--- src/rtl/fact_pkg.sv ---
// Shared definitions for the iterative factorial control unit and datapath.
package fact_pkg;

   typedef enum logic [2:0] {
      ST_IDLE = 3'd0,
      ST_LOAD = 3'd1,
      ST_MUL  = 3'd2,
      ST_DONE = 3'd3,
      ST_ERR  = 3'd4
   } fact_state_t;

   // Largest operand whose factorial fits the 32-bit product register.
   localparam int FACT_MAX_N = 12;
   localparam int RES_W      = 32;

   localparam logic SEL_ONE  = 1'b1;
   localparam logic SEL_MULT = 1'b0;

endpackage

--- src/rtl/fact_cu_if.sv ---
// Host handshake plus control/status bundle between fact_cu (master) and the datapath (slave).
interface fact_cu_if
   import fact_pkg::*;
#(
   parameter int NW = 4
);
   logic             Go;
   logic [NW-1:0]    n_in;
   logic             Busy;
   logic             Done;
   logic             Error;

   logic [NW-1:0]    n;
   logic             Ld_CNT;
   logic             EN;
   logic             Sel;
   logic             LdR;
   logic             OE;
   logic             GT12;
   logic             GT1;
   logic [RES_W-1:0] RESULT;

   modport master (
      input  Go, n_in, GT12, GT1,
      output n, Ld_CNT, EN, Sel, LdR, OE, Busy, Done, Error
   );

   modport slave (
      input  n, Ld_CNT, EN, Sel, LdR, OE,
      output GT12, GT1, RESULT
   );

endinterface

--- src/rtl/fact_dp.sv ---
// Factorial datapath: down-counter, product register and the GT12/GT1 comparators.
module fact_dp
   import fact_pkg::*;
#(
   parameter int NW = 4
)(
   input  logic     CLK,
   input  logic     RST_N,
   fact_cu_if.slave bus
);

   logic [NW-1:0]    cnt;
   logic [RES_W-1:0] prod;

   always_ff @(posedge CLK or negedge RST_N) begin
      if (!RST_N) begin
         cnt  <= '0;
         prod <= '0;
      end else begin
         if (bus.Ld_CNT)  cnt <= bus.n;
         else if (bus.EN) cnt <= cnt - NW'(1);
         if (bus.LdR)
            prod <= (bus.Sel == SEL_ONE) ? RES_W'(1) : prod * RES_W'(cnt);
      end
   end

   assign bus.GT12   = int'(bus.n) > FACT_MAX_N;
   assign bus.GT1    = int'(cnt) > 1;
   assign bus.RESULT = bus.OE ? prod : '0;

endmodule

--- src/rtl/fact_top.sv ---
// Integration wrapper: control unit plus datapath behind the host Go/Done port set.
module fact_top
   import fact_pkg::*;
#(
   parameter int NW = 4
)(
   input  logic             CLK,
   input  logic             RST_N,
   input  logic             Go,
   input  logic [NW-1:0]    n_in,
   output logic [RES_W-1:0] RESULT,
   output logic             Done,
   output logic             Error
);

   fact_cu_if #(.NW(NW)) bus ();

   assign bus.Go   = Go;
   assign bus.n_in = n_in;

   fact_cu #(.NW(NW)) u_cu (
      .CLK   (CLK),
      .RST_N (RST_N),
      .bus   (bus.master)
   );

   fact_dp #(.NW(NW)) u_dp (
      .CLK   (CLK),
      .RST_N (RST_N),
      .bus   (bus.slave)
   );

   assign RESULT = bus.RESULT;
   assign Done   = bus.Done;
   assign Error  = bus.Error;

endmodule

--- src/rtl/fact_cu.sv ---
// Factorial control unit: sequences load, multiply loop and result release from Go/Done.
module fact_cu
   import fact_pkg::*;
#(
   parameter int NW = 4
)(
   input  logic      CLK,
   input  logic      RST_N,
   fact_cu_if.master bus
);

   fact_state_t   state, state_nxt;
   logic [NW-1:0] n_q;
   logic          cap_n;
   logic          ld_cnt, en, sel, ldr, oe, busy, done, error;

   always_ff @(posedge CLK or negedge RST_N) begin
      if (!RST_N) begin
         state <= ST_IDLE;
         n_q   <= '0;
      end else begin
         state <= state_nxt;
         if (cap_n) n_q <= bus.n_in;
      end
   end

   // Control strobes depend only on state and the datapath flags, so they
   // settle well before the edge where the datapath samples them.
   always_comb begin
      state_nxt = state;
      cap_n     = 1'b0;
      ld_cnt    = 1'b0;
      en        = 1'b0;
      sel       = SEL_MULT;
      ldr       = 1'b0;
      oe        = 1'b0;
      busy      = 1'b0;
      done      = 1'b0;
      error     = 1'b0;
      case (state)
         ST_IDLE: begin
            if (bus.Go) begin
               cap_n     = 1'b1;
               state_nxt = ST_LOAD;
            end
         end
         ST_LOAD: begin
            busy = 1'b1;
            sel  = SEL_ONE;
            if (bus.GT12) begin
               state_nxt = ST_ERR;
            end else begin
               ld_cnt    = 1'b1;
               ldr       = 1'b1;
               state_nxt = ST_MUL;
            end
         end
         ST_MUL: begin
            busy = 1'b1;
            if (bus.GT1) begin
               ldr = 1'b1;
               en  = 1'b1;
            end else begin
               state_nxt = ST_DONE;
            end
         end
         ST_DONE: begin
            oe   = 1'b1;
            done = 1'b1;
            if (!bus.Go) state_nxt = ST_IDLE;
         end
         ST_ERR: begin
            error = 1'b1;
            if (!bus.Go) state_nxt = ST_IDLE;
         end
         default: state_nxt = ST_IDLE;
      endcase
   end

   assign bus.n      = n_q;
   assign bus.Ld_CNT = ld_cnt;
   assign bus.EN     = en;
   assign bus.Sel    = sel;
   assign bus.LdR    = ldr;
   assign bus.OE     = oe;
   assign bus.Busy   = busy;
   assign bus.Done   = done;
   assign bus.Error  = error;

endmodule

--- config.mk ---
export PLATFORM = sky130hd
export DESIGN_NAME = fact_top
export DESIGN_NICKNAME = d
export VERILOG_FILES = /design/src/rtl/fact_pkg.sv /design/src/rtl/fact_cu_if.sv /design/src/rtl/fact_dp.sv /design/src/rtl/fact_top.sv /design/src/rtl/fact_cu.sv
export SDC_FILE = /design/constraint.sdc
export NUM_CORES = 1
export LEC_CHECK = 0
export CELL_PAD_IN_SITES_DETAIL_PLACEMENT = 0
export CELL_PAD_IN_SITES_GLOBAL_PLACEMENT = 1
export CORE_AREA = 3 3 113 115
export DETAILED_ROUTE_END_ITERATION = 12
export DIE_AREA = 0 0 116 118
export GPL_ROUTABILITY_DRIVEN = 0
export PLACE_DENSITY_LB_ADDON = 0.08
export SETUP_SLACK_MARGIN = 0.02
export SYNTH_ARGS = -nofsm -noshare
export SYNTH_HDL_FRONTEND = slang
export SYNTH_SLANG_ARGS = --single-unit
--- constraint.sdc ---
create_clock -name CLK -period 5.94 [get_ports CLK]
set_clock_uncertainty 0.1 [all_clocks]
set_input_delay 0.891 -clock CLK [delete_from_list [all_inputs] [get_ports CLK]]
set_output_delay 0.891 -clock CLK [all_outputs]
set_load 0.05 [all_outputs]
**Word level (Yosys, flattened, before mapping)**

Cells that the tools add are included.

- Flip-flop bits (word level): 43
- Output and inout port bits: 34
- Logic and storage cells: 38

- Add/subtract/negate cells: 1
- Multiply operators: 1
- Magnitude comparators: 2
- Eq/ne operators: 7
- Muxes and demuxes: 19
- Reduce and logical (&&, ||, !) cells: 4

Operators by type and width:

| operator | number |
|---|---|
| $mux W32 | 2 |
| $mul A32 B4 Y32 | 1 |
| $mux W3 | 4 |
| $pmux W3 S4 | 1 |
| $mux W1 | 9 |
| $mux W4 | 2 |
| $eq A3 B2 Y1 const B | 2 |
| $ne A2 B2 Y1 const B | 3 |
| $gt A4 B1 Y1 const B | 1 |
| $gt A4 B4 Y1 const B | 1 |
| $sub A4 B1 Y4 const B | 1 |
| $eq A3 B1 Y1 const B | 1 |
| $eq A3 B3 Y1 const B | 1 |
| $logic_not A3 Y1 | 1 |
| $reduce_and A3 Y1 | 1 |
| $pmux W1 S2 | 1 |
| $reduce_bool A2 Y1 | 1 |
| $reduce_or A2 Y1 | 1 |

**Longest topological paths before layout**

Gate-level depths: netlist of run 1.

- Depth after elaboration: 5
- Mapped depth: 15

**By module**

A second synthesis of run 1 with hierarchy kept.

- Cells, all modules: 729
- Area total of the unflattened synthesis: 6027.0 µm²

Modules (own cells, without submodules):

| module | times used | cells each | area each (µm²) | seq. area each (µm²) |
|---|---|---|---|---|
| fact_dp | 1 | 690 | 5654.2 | 900.9 |
| fact_cu | 1 | 39 | 372.9 | 175.2 |

**Least setup slack after synthesis of run 1**

Ideal clock, no wire load.

- Path kind: register to register
- From: reg u_dp.cnt[3]
- To: reg u_dp.prod[30]
- Arrival: 3590 ps
- Required time: 5715 ps
- Setup slack: 2124 ps
- Cell stages (with the launch flop): 15
- Path buffers: 1
- Path through: dfrtp_1 clkbuf_1 and2_1 fa_1 inv_1 fa_1 inv_1 ha_1 and3_1 a221o_1 a21oi_4 o21ai_1 and3b_1 nor4_1 nor2_1

- Word-level cells in the longest chain between the ends: 3

Ends and longest elaborated chain:

| item | line | source |
|---|---|---|
| start: declaration | fact_dp.sv:12 | `logic [NW-1:0] cnt;` |
| start signal: assignment | fact_dp.sv:20 | `if (bus.Ld_CNT) cnt <= bus.n;` |
| start signal: assignment | fact_dp.sv:21 | `else if (bus.EN) cnt <= cnt - NW'(1);` |
| parallel branches: the longest is 3 deep, another holds $mul A32 B4 Y32 | -- |  |
| end signal: assignment | fact_dp.sv:23 | `prod <= (bus.Sel == SEL_ONE) ? RES_W'(1) : prod * RES_W'(cnt);` |
| end: declaration | fact_dp.sv:13 | `logic [RES_W-1:0] prod;` |

Parallel ways; which one is timed is not known.
A chain may end at the register's enable or synchronous reset.

**Worst setup path after layout of run 1**

- From: reg u_dp.cnt[2]
- To: reg u_dp.prod[30]

The elaborated chain is that of the path after synthesis.

==> results of run 1 <==
[report_power, final]
group	internal (uW)	switching (uW)	total [uW]
clock	155	122	278
sequential	399	244	643
combinational	708	1160	1870
[cells in the mapped netlist, types with 2 or more instances]
library cell  number  area share
o21ai_1           28       0.024
or3_1              3      0.0032
and2_1           120        0.13
a21oi_1           36       0.031
nor2_1            21       0.013
nand4_1            8      0.0085
a22o_1             7       0.010
a21o_1            15       0.019
o21ai_0           13       0.011
inv_1            118       0.075
fa_1              57        0.19
xor2_1            12       0.018
mux2_2             3      0.0058
xnor2_1           17       0.025
o221ai_1           2      0.0030
dfrtp_1           43        0.18
a21boi_1           2      0.0026
nand3_1           10      0.0085
a221oi_1           2      0.0030
a31oi_1            9      0.0096
nand2_1           77       0.049
o31ai_1            4      0.0051
nor4_1             2      0.0021
and4_1             2      0.0030
and3_1             3      0.0032
o21bai_1           3      0.0038
ha_1              34       0.072
nor3_1             5      0.0043
o211ai_1           4      0.0051
a32o_1             3      0.0051
nand2b_1           3      0.0032
or2_1              3      0.0032
clkbuf_1          36       0.023
[flip-flops by register name, summed over array words and instances (netlist names)]
| register | flops |
|---|---|
| u_cu.bus.n | 4 |
| u_cu.state | 3 |
| u_dp.cnt | 4 |
| u_dp.prod | 32 |
[final cells by class]
type / count / area (sq um)
repair buffers: 44 / 425
fillers: 1159 / 5410
inverters: 118 / 443
flip-flops and latches: 43 / 1080
clock inverters: 3 / 20.0
clock buffers: 5 / 125
multi-input cells: 529 / 4220
well taps: 147 / 184
[final timing paths]
path	start	to	slack, ns	cells after the start
setup / recovery	u_dp.cnt[2]	u_dp.prod[30]	1.34	12
hold / removal	u_cu.bus.n[3]	u_cu.bus.n[3]	0.44	1
setup reg to reg	u_dp.cnt[2]	u_dp.prod[30]	1.34	12
hold reg to reg	u_cu.bus.n[3]	u_cu.bus.n[3]	0.44	1
max in group asynchronous	RST_N	u_dp.prod[6]	4.40	1
min in group asynchronous	RST_N	u_dp.prod[27]	0.68	1
[worst max-delay path, stage by stage, from the launching register on]
cell     delay [ns]
dfrtp_1        1.06
nand2_1        0.17
fa_1           0.53
fa_1           0.54
inv_1          0.07
fa_1           0.46
a21o_1         0.21
a221o_1        0.38
a21oi_4        0.22
o21ai_1        0.18
and3b_1        0.21
nor4_1         0.27
nor2_1         0.07
[routing by layer]
layer,share of wire,up-vias
met5,0,-
met4,0.0080,0
met3,0.036,9
met2,0.47,104
met1,0.48,2359
li1,-,2364
[cells by family after synthesis]
group / share of synthesized area
XOR/XNOR: 0.0433
AO/OA/AOI/OAI: 0.167
flip-flops: 0.183
multiplexers: 0.00575
AND/OR/NAND/NOR: 0.236
adder cells (fa/ha/maj): 0.267
buffers and inverters: 0.0985
[stage by stage]
| step | setup WS, ns | utilization | cell area [sq um] | instances | hold WS, ns |
|---|---|---|---|---|---|
| finish | 1.34 | 0.545 | 6500 | 889 | 0.444 |
| global route | 0.969 | 0.545 | 6500 | 889 | 0.468 |
| CTS | 1.32 | 0.545 | 6500 | 889 | 0.452 |
| detailed placement | 1.38 | 0.533 | 6350 | 881 | 0.435 |
| global placement | 1.49 | 0.533 | 6350 | 881 | 0.432 |
| floorplan | 2.12 | - | 5870 | 726 | 0.369 |
==> results.sh, run 1 <==
export IMPL_p_total_uw=2790
export IMPL_clock_latency_ns=0.28
export IMPL_cts_root_buf="clkbuf_16"
export IMPL_dieArea_sq_um=13700
export IMPL_finalSetupViolCount=0
export IMPL_grtUsageMet2=0.350
export IMPL_cts_tree="built"
export IMPL_period_share=0.774
export IMPL_yosysWarnings=0
export IMPL_synth_edf_count=0
export IMPL_clockBufferDepth=2
export IMPL_ys_types=54
export IMPL_cts_hold_repair_buffers=0
export IMPL_grt_pass1_wl_um=24500
export IMPL_ys_ff_latch=43
export IMPL_fin_crit_ns=4.60
export IMPL_gr_usage_met3=0.0216
export IMPL_wl_um=14200
export IMPL_start_util=0.493
export IMPL_layout_drive_gt1_share=0.0337
export IMPL_slew_headroom=0.273
export IMPL_p_per_area_nw_per_um2=430
export IMPL_avgSynthCellArea_sq_um=8.09
export IMPL_first_pass_iters=5
export IMPL_tns_ns=0
export IMPL_syn_area_sq_um=5870
export IMPL_grtUsageMet1=0.326
export IMPL_synthCells=726
export IMPL_clock_fmax_ghz=0.218
export IMPL_critPathMaxFanout=33
export IMPL_die_w_um=116
export IMPL_cp_required_ns=6.00
export IMPL_antenna_found_initial=0
export IMPL_grt_pass1_vias=4809
export IMPL_synth_flop_cell="dfrtp_1"
export IMPL_cp_end_kind="flop"
export IMPL_nNetsFinal=839
export IMPL_finalHoldViolations=0
export IMPL_cts_htree_levels=2
export IMPL_grt_max_degree=44
export IMPL_die_h_um=118
export IMPL_cts_resized=0
export IMPL_maxCapViolCount=0
export IMPL_port_buffers=40
export IMPL_wl_per_cell_um=16.0
export IMPL_core_area_sq_um=11900
export IMPL_worstMarginPinSlew_ns=1.09
export IMPL_ant_nets=0
export IMPL_groute_usage_overall=0.218
export IMPL_clk_pin_slew_ns=0.07
export IMPL_grt_overflow_total=0
export IMPL_cts_setup_buffers=0
export IMPL_rsz0062_at_grt="no"
export IMPL_area_delta_synth_final_pct=10.7
export IMPL_diodes=0
export IMPL_viasPerCell=5.44
export IMPL_cts_sinks=43
export IMPL_critical_path_class="reg -> reg"
export IMPL_peakVddDrop_mv=0.315
export IMPL_layout_commonest_cell="and2_1"
export IMPL_pin_count=41
export IMPL_grt_busiest_layer="met2"
export IMPL_crit_arrival_ns=4.66
export IMPL_syn_num_nets=824
export IMPL_yosysSeqAreaShare=0.183
export IMPL_rows=40
export IMPL_async_flop_share=1.00
export IMPL_post_route_drc_count=0
export IMPL_p_leak_uw=0.00313
export IMPL_cts_buffers=5
export IMPL_post_dp_hpwl_um=10400
export IMPL_vias=4836
export IMPL_start_kind="flop"
export IMPL_drv_slew=0
export IMPL_worstHoldPathType="reg -> reg"
export IMPL_layout_common_cells="120 x and2_1, 118 x inv_1, 77 x nand2_1"
export IMPL_status="completed"
export IMPL_first_iter_violations=245
Note: power is estimated with default switching activity, not from simulation.
==> inputs of run 2 (changes only) <==
--- a/config.mk
+++ b/config.mk
@@ -7,9 +7,9 @@
 export LEC_CHECK = 0
 export CELL_PAD_IN_SITES_DETAIL_PLACEMENT = 0
 export CELL_PAD_IN_SITES_GLOBAL_PLACEMENT = 1
-export CORE_AREA = 3 3 113 115
+export CORE_AREA = 3 3 117 119
 export DETAILED_ROUTE_END_ITERATION = 12
-export DIE_AREA = 0 0 116 118
+export DIE_AREA = 0 0 120 122
 export GPL_ROUTABILITY_DRIVEN = 0
 export PLACE_DENSITY_LB_ADDON = 0.08
 export SETUP_SLACK_MARGIN = 0.02
==> constraint.sdc (replaced) <==
create_clock -name CLK -period 4.5 [get_ports CLK]
set_clock_uncertainty 0.1 [all_clocks]
set_input_delay 0.675 -clock CLK [delete_from_list [all_inputs] [get_ports CLK]]
set_output_delay 0.675 -clock CLK [all_outputs]
set_load 0.05 [all_outputs]
==> run 2 against run 1 <==
Effect of this change: non-clock buffer count is 9 higher; sequential share of layout area is 0.28 points lower; flip-flop and latch count stayed put; wire length is 6.8% higher; sequential power is 24% higher; fmax is 9.3% higher; global-route usage hardly changed; register-to-register slack worse by 1.0 ns; clock-buffer cell count stayed put; critical path type unchanged; critical endpoint is now u_dp.prod[29]; highest routed layer unchanged.
==> results.sh, run 2 (synthesis results as in run 1) <==
export IMPL_fin_crit_ns=4.21
export IMPL_dieArea_sq_um=14600
export IMPL_critPathCapture="u_dp.prod[29]"
export IMPL_maxCapViolCount=0
export IMPL_finalSetupViolCount=0
export IMPL_slew_headroom=0.413
export IMPL_layout_common_cells="120 x and2_1, 118 x inv_1, 77 x nand2_1"
export IMPL_cp_required_ns=4.55
export IMPL_critPathMaxFanout=19
export IMPL_cp_depth=14
export IMPL_start_util=0.463
export IMPL_peakVddDrop_mv=0.302
export IMPL_top_register="u_dp.prod"
export IMPL_pin_count=41
export IMPL_port_buffers=40
export IMPL_cts_htree_levels=2
export IMPL_drv_slew=0
export IMPL_ant_nets=0
export IMPL_post_route_drc_count=0
export IMPL_worstHoldPathType="in -> async"
export IMPL_start_kind="flop"
export IMPL_crit_chain="buf_4 > and2_1 > fa_1 > inv_1 > fa_1 > inv_1 > ha_1 > a211oi_1 > o211ai_1 > a41oi_1 > inv_1 > o31ai_1 > xnor2_1 > o21ai_1"
export IMPL_grt_overflow_total=0
export IMPL_grt_max_degree=44
export IMPL_critPathLaunch="u_dp.cnt[3]"
export IMPL_wl_um=15200
export IMPL_p_leak_uw=0.00319
export IMPL_die_h_um=122
export IMPL_clockBufferDepth=2
export IMPL_area_delta_synth_final_pct=13.0
export IMPL_rr_endpoint="u_dp.prod[29]"
export IMPL_cts_sinks=43
export IMPL_period_share=0.935
export IMPL_cp_top_family="adder cells"
export IMPL_tns_ns=0
export IMPL_critical_path_class="reg -> reg"
export IMPL_worstMarginPinSlew_ns=0.869
export IMPL_p_total_uw=3860
export IMPL_vias=4891
export IMPL_crit_slowest_cell="fa_1"
export IMPL_fillers=1266
export IMPL_clock_latency_ns=0.31
export IMPL_wl_per_cell_um=16.4
export IMPL_groute_usage_overall=0.218
export IMPL_reg2regPathDepth=14
export IMPL_nNetsFinal=848
export IMPL_finalHoldViolations=0
export IMPL_rows=41
export IMPL_worst_path_most_repeated_cell="inv_1"
export IMPL_layout_drive_gt1_share=0.0506
export IMPL_layout_commonest_cell="and2_1"
export IMPL_reg2reg_slack_ns=0.29
export IMPL_core_area_sq_um=12700
export IMPL_clk_pin_slew_ns=0.07
export IMPL_first_iter_violations=276
export IMPL_viasPerCell=5.30
export IMPL_cts_setup_buffers=0
export IMPL_worst_path_buf_inv=4
export IMPL_post_dp_hpwl_um=11600
export IMPL_status="completed"
export IMPL_antenna_found_initial=0
export IMPL_diodes=0
export IMPL_die_w_um=120
export IMPL_cts_buffers=5
export IMPL_first_pass_iters=5
export IMPL_grt_pass1_vias=4886
export IMPL_grt_pass1_wl_um=25200
export IMPL_p_per_area_nw_per_um2=581
export IMPL_cts_tree="built"
export IMPL_cp_end_kind="flop"
export IMPL_largest_register_ffs=32
export IMPL_crit_arrival_ns=4.26
export IMPL_r2r_start="u_dp.cnt[3]"
export IMPL_rsz0062_at_grt="no"
export IMPL_clock_fmax_ghz=0.238
export IMPL_cts_root_buf="clkbuf_16"
export IMPL_max_stage_delay_ns=0.54
-- run 2: changes by cell type in the layout (fill, tap and decap cells not counted), moves of 2 or more --
cell / change
dfrtp_2: +3
buf_4: +9
dfrtp_1: -3
clkinvlp_4: -2
-- run 2: where the power goes --
group / internal (uW) / switching (uW) / total (uW)
clock network: 265 / 182 / 447
registers: 531 / 265 / 796
logic: 974 / 1640 / 2610
-- run 2: metal layers --
metal	part of all wire	up-vias	global-route usage
li1	-	2385	-
met1	0.46	2367	0.292
met2	0.49	125	0.374
met3	0.043	14	0.0292
met4	0.015	0	0.0523
met5	0	-	0
-- run 2: layout make-up --
class / count / area (sq um) / share of cell area
Clock inverter: 3 / 47.5 / 0.00717
Inverter: 118 / 443 / 0.0668
Tap cell: 172 / 215 / 0.0325
Timing Repair Buffer: 53 / 493 / 0.0743
Multi-Input combinational cell: 529 / 4230 / 0.638
Sequential cell: 43 / 1080 / 0.163
Clock buffer: 5 / 125 / 0.0189
-- run 2: worst register-to-register path: stages, from the launching register on --
cell and delay, ns:
dfrtp_2 0.53, buf_4 0.23, and2_1 0.16, fa_1 0.54, inv_1 0.06, fa_1 0.52
inv_1 0.04, ha_1 0.41, a211oi_1 0.34, o211ai_1 0.16, a41oi_1 0.32, inv_1 0.07
o31ai_1 0.32, xnor2_1 0.18, o21ai_1 0.08
-- run 2: worst min-delay path by stage --
stage	slack, ns	end	start	cells past startpoint
3_5_place_dp	0.42	u_cu.bus.n[2]	u_cu.bus.n[2]	1
4_1_cts	0.40	u_dp.prod[2]	RST_N	2
3_3_place_gp	0.43	u_cu.bus.n[2]	u_cu.bus.n[2]	1
2_1_floorplan	0.28	u_cu.bus.n[0]	RST_N	0
5_1_grt	0.43	u_dp.prod[20]	RST_N	2
6_report	0.37	u_dp.prod[20]	RST_N	2
-- run 2: through the flow --
step | util | setup slack, ns | hold slack, ns | instances | instance area, sq um
final | 0.523 | 0.294 | 0.375 | 923 | 6630
after global routing | 0.523 | 0.135 | 0.430 | 923 | 6630
after global placement | 0.509 | 0.241 | 0.428 | 915 | 6450
after detailed placement | 0.509 | 0.211 | 0.424 | 915 | 6450
after floorplan | - | 0.684 | 0.279 | 726 | 5870
after CTS | 0.523 | 0.182 | 0.398 | 923 | 6620
-- run 2: repair_timing --
action,in CTS,in global routing
hold buffers,0,0
resized for setup,0,4
setup endpoints to repair,0,4
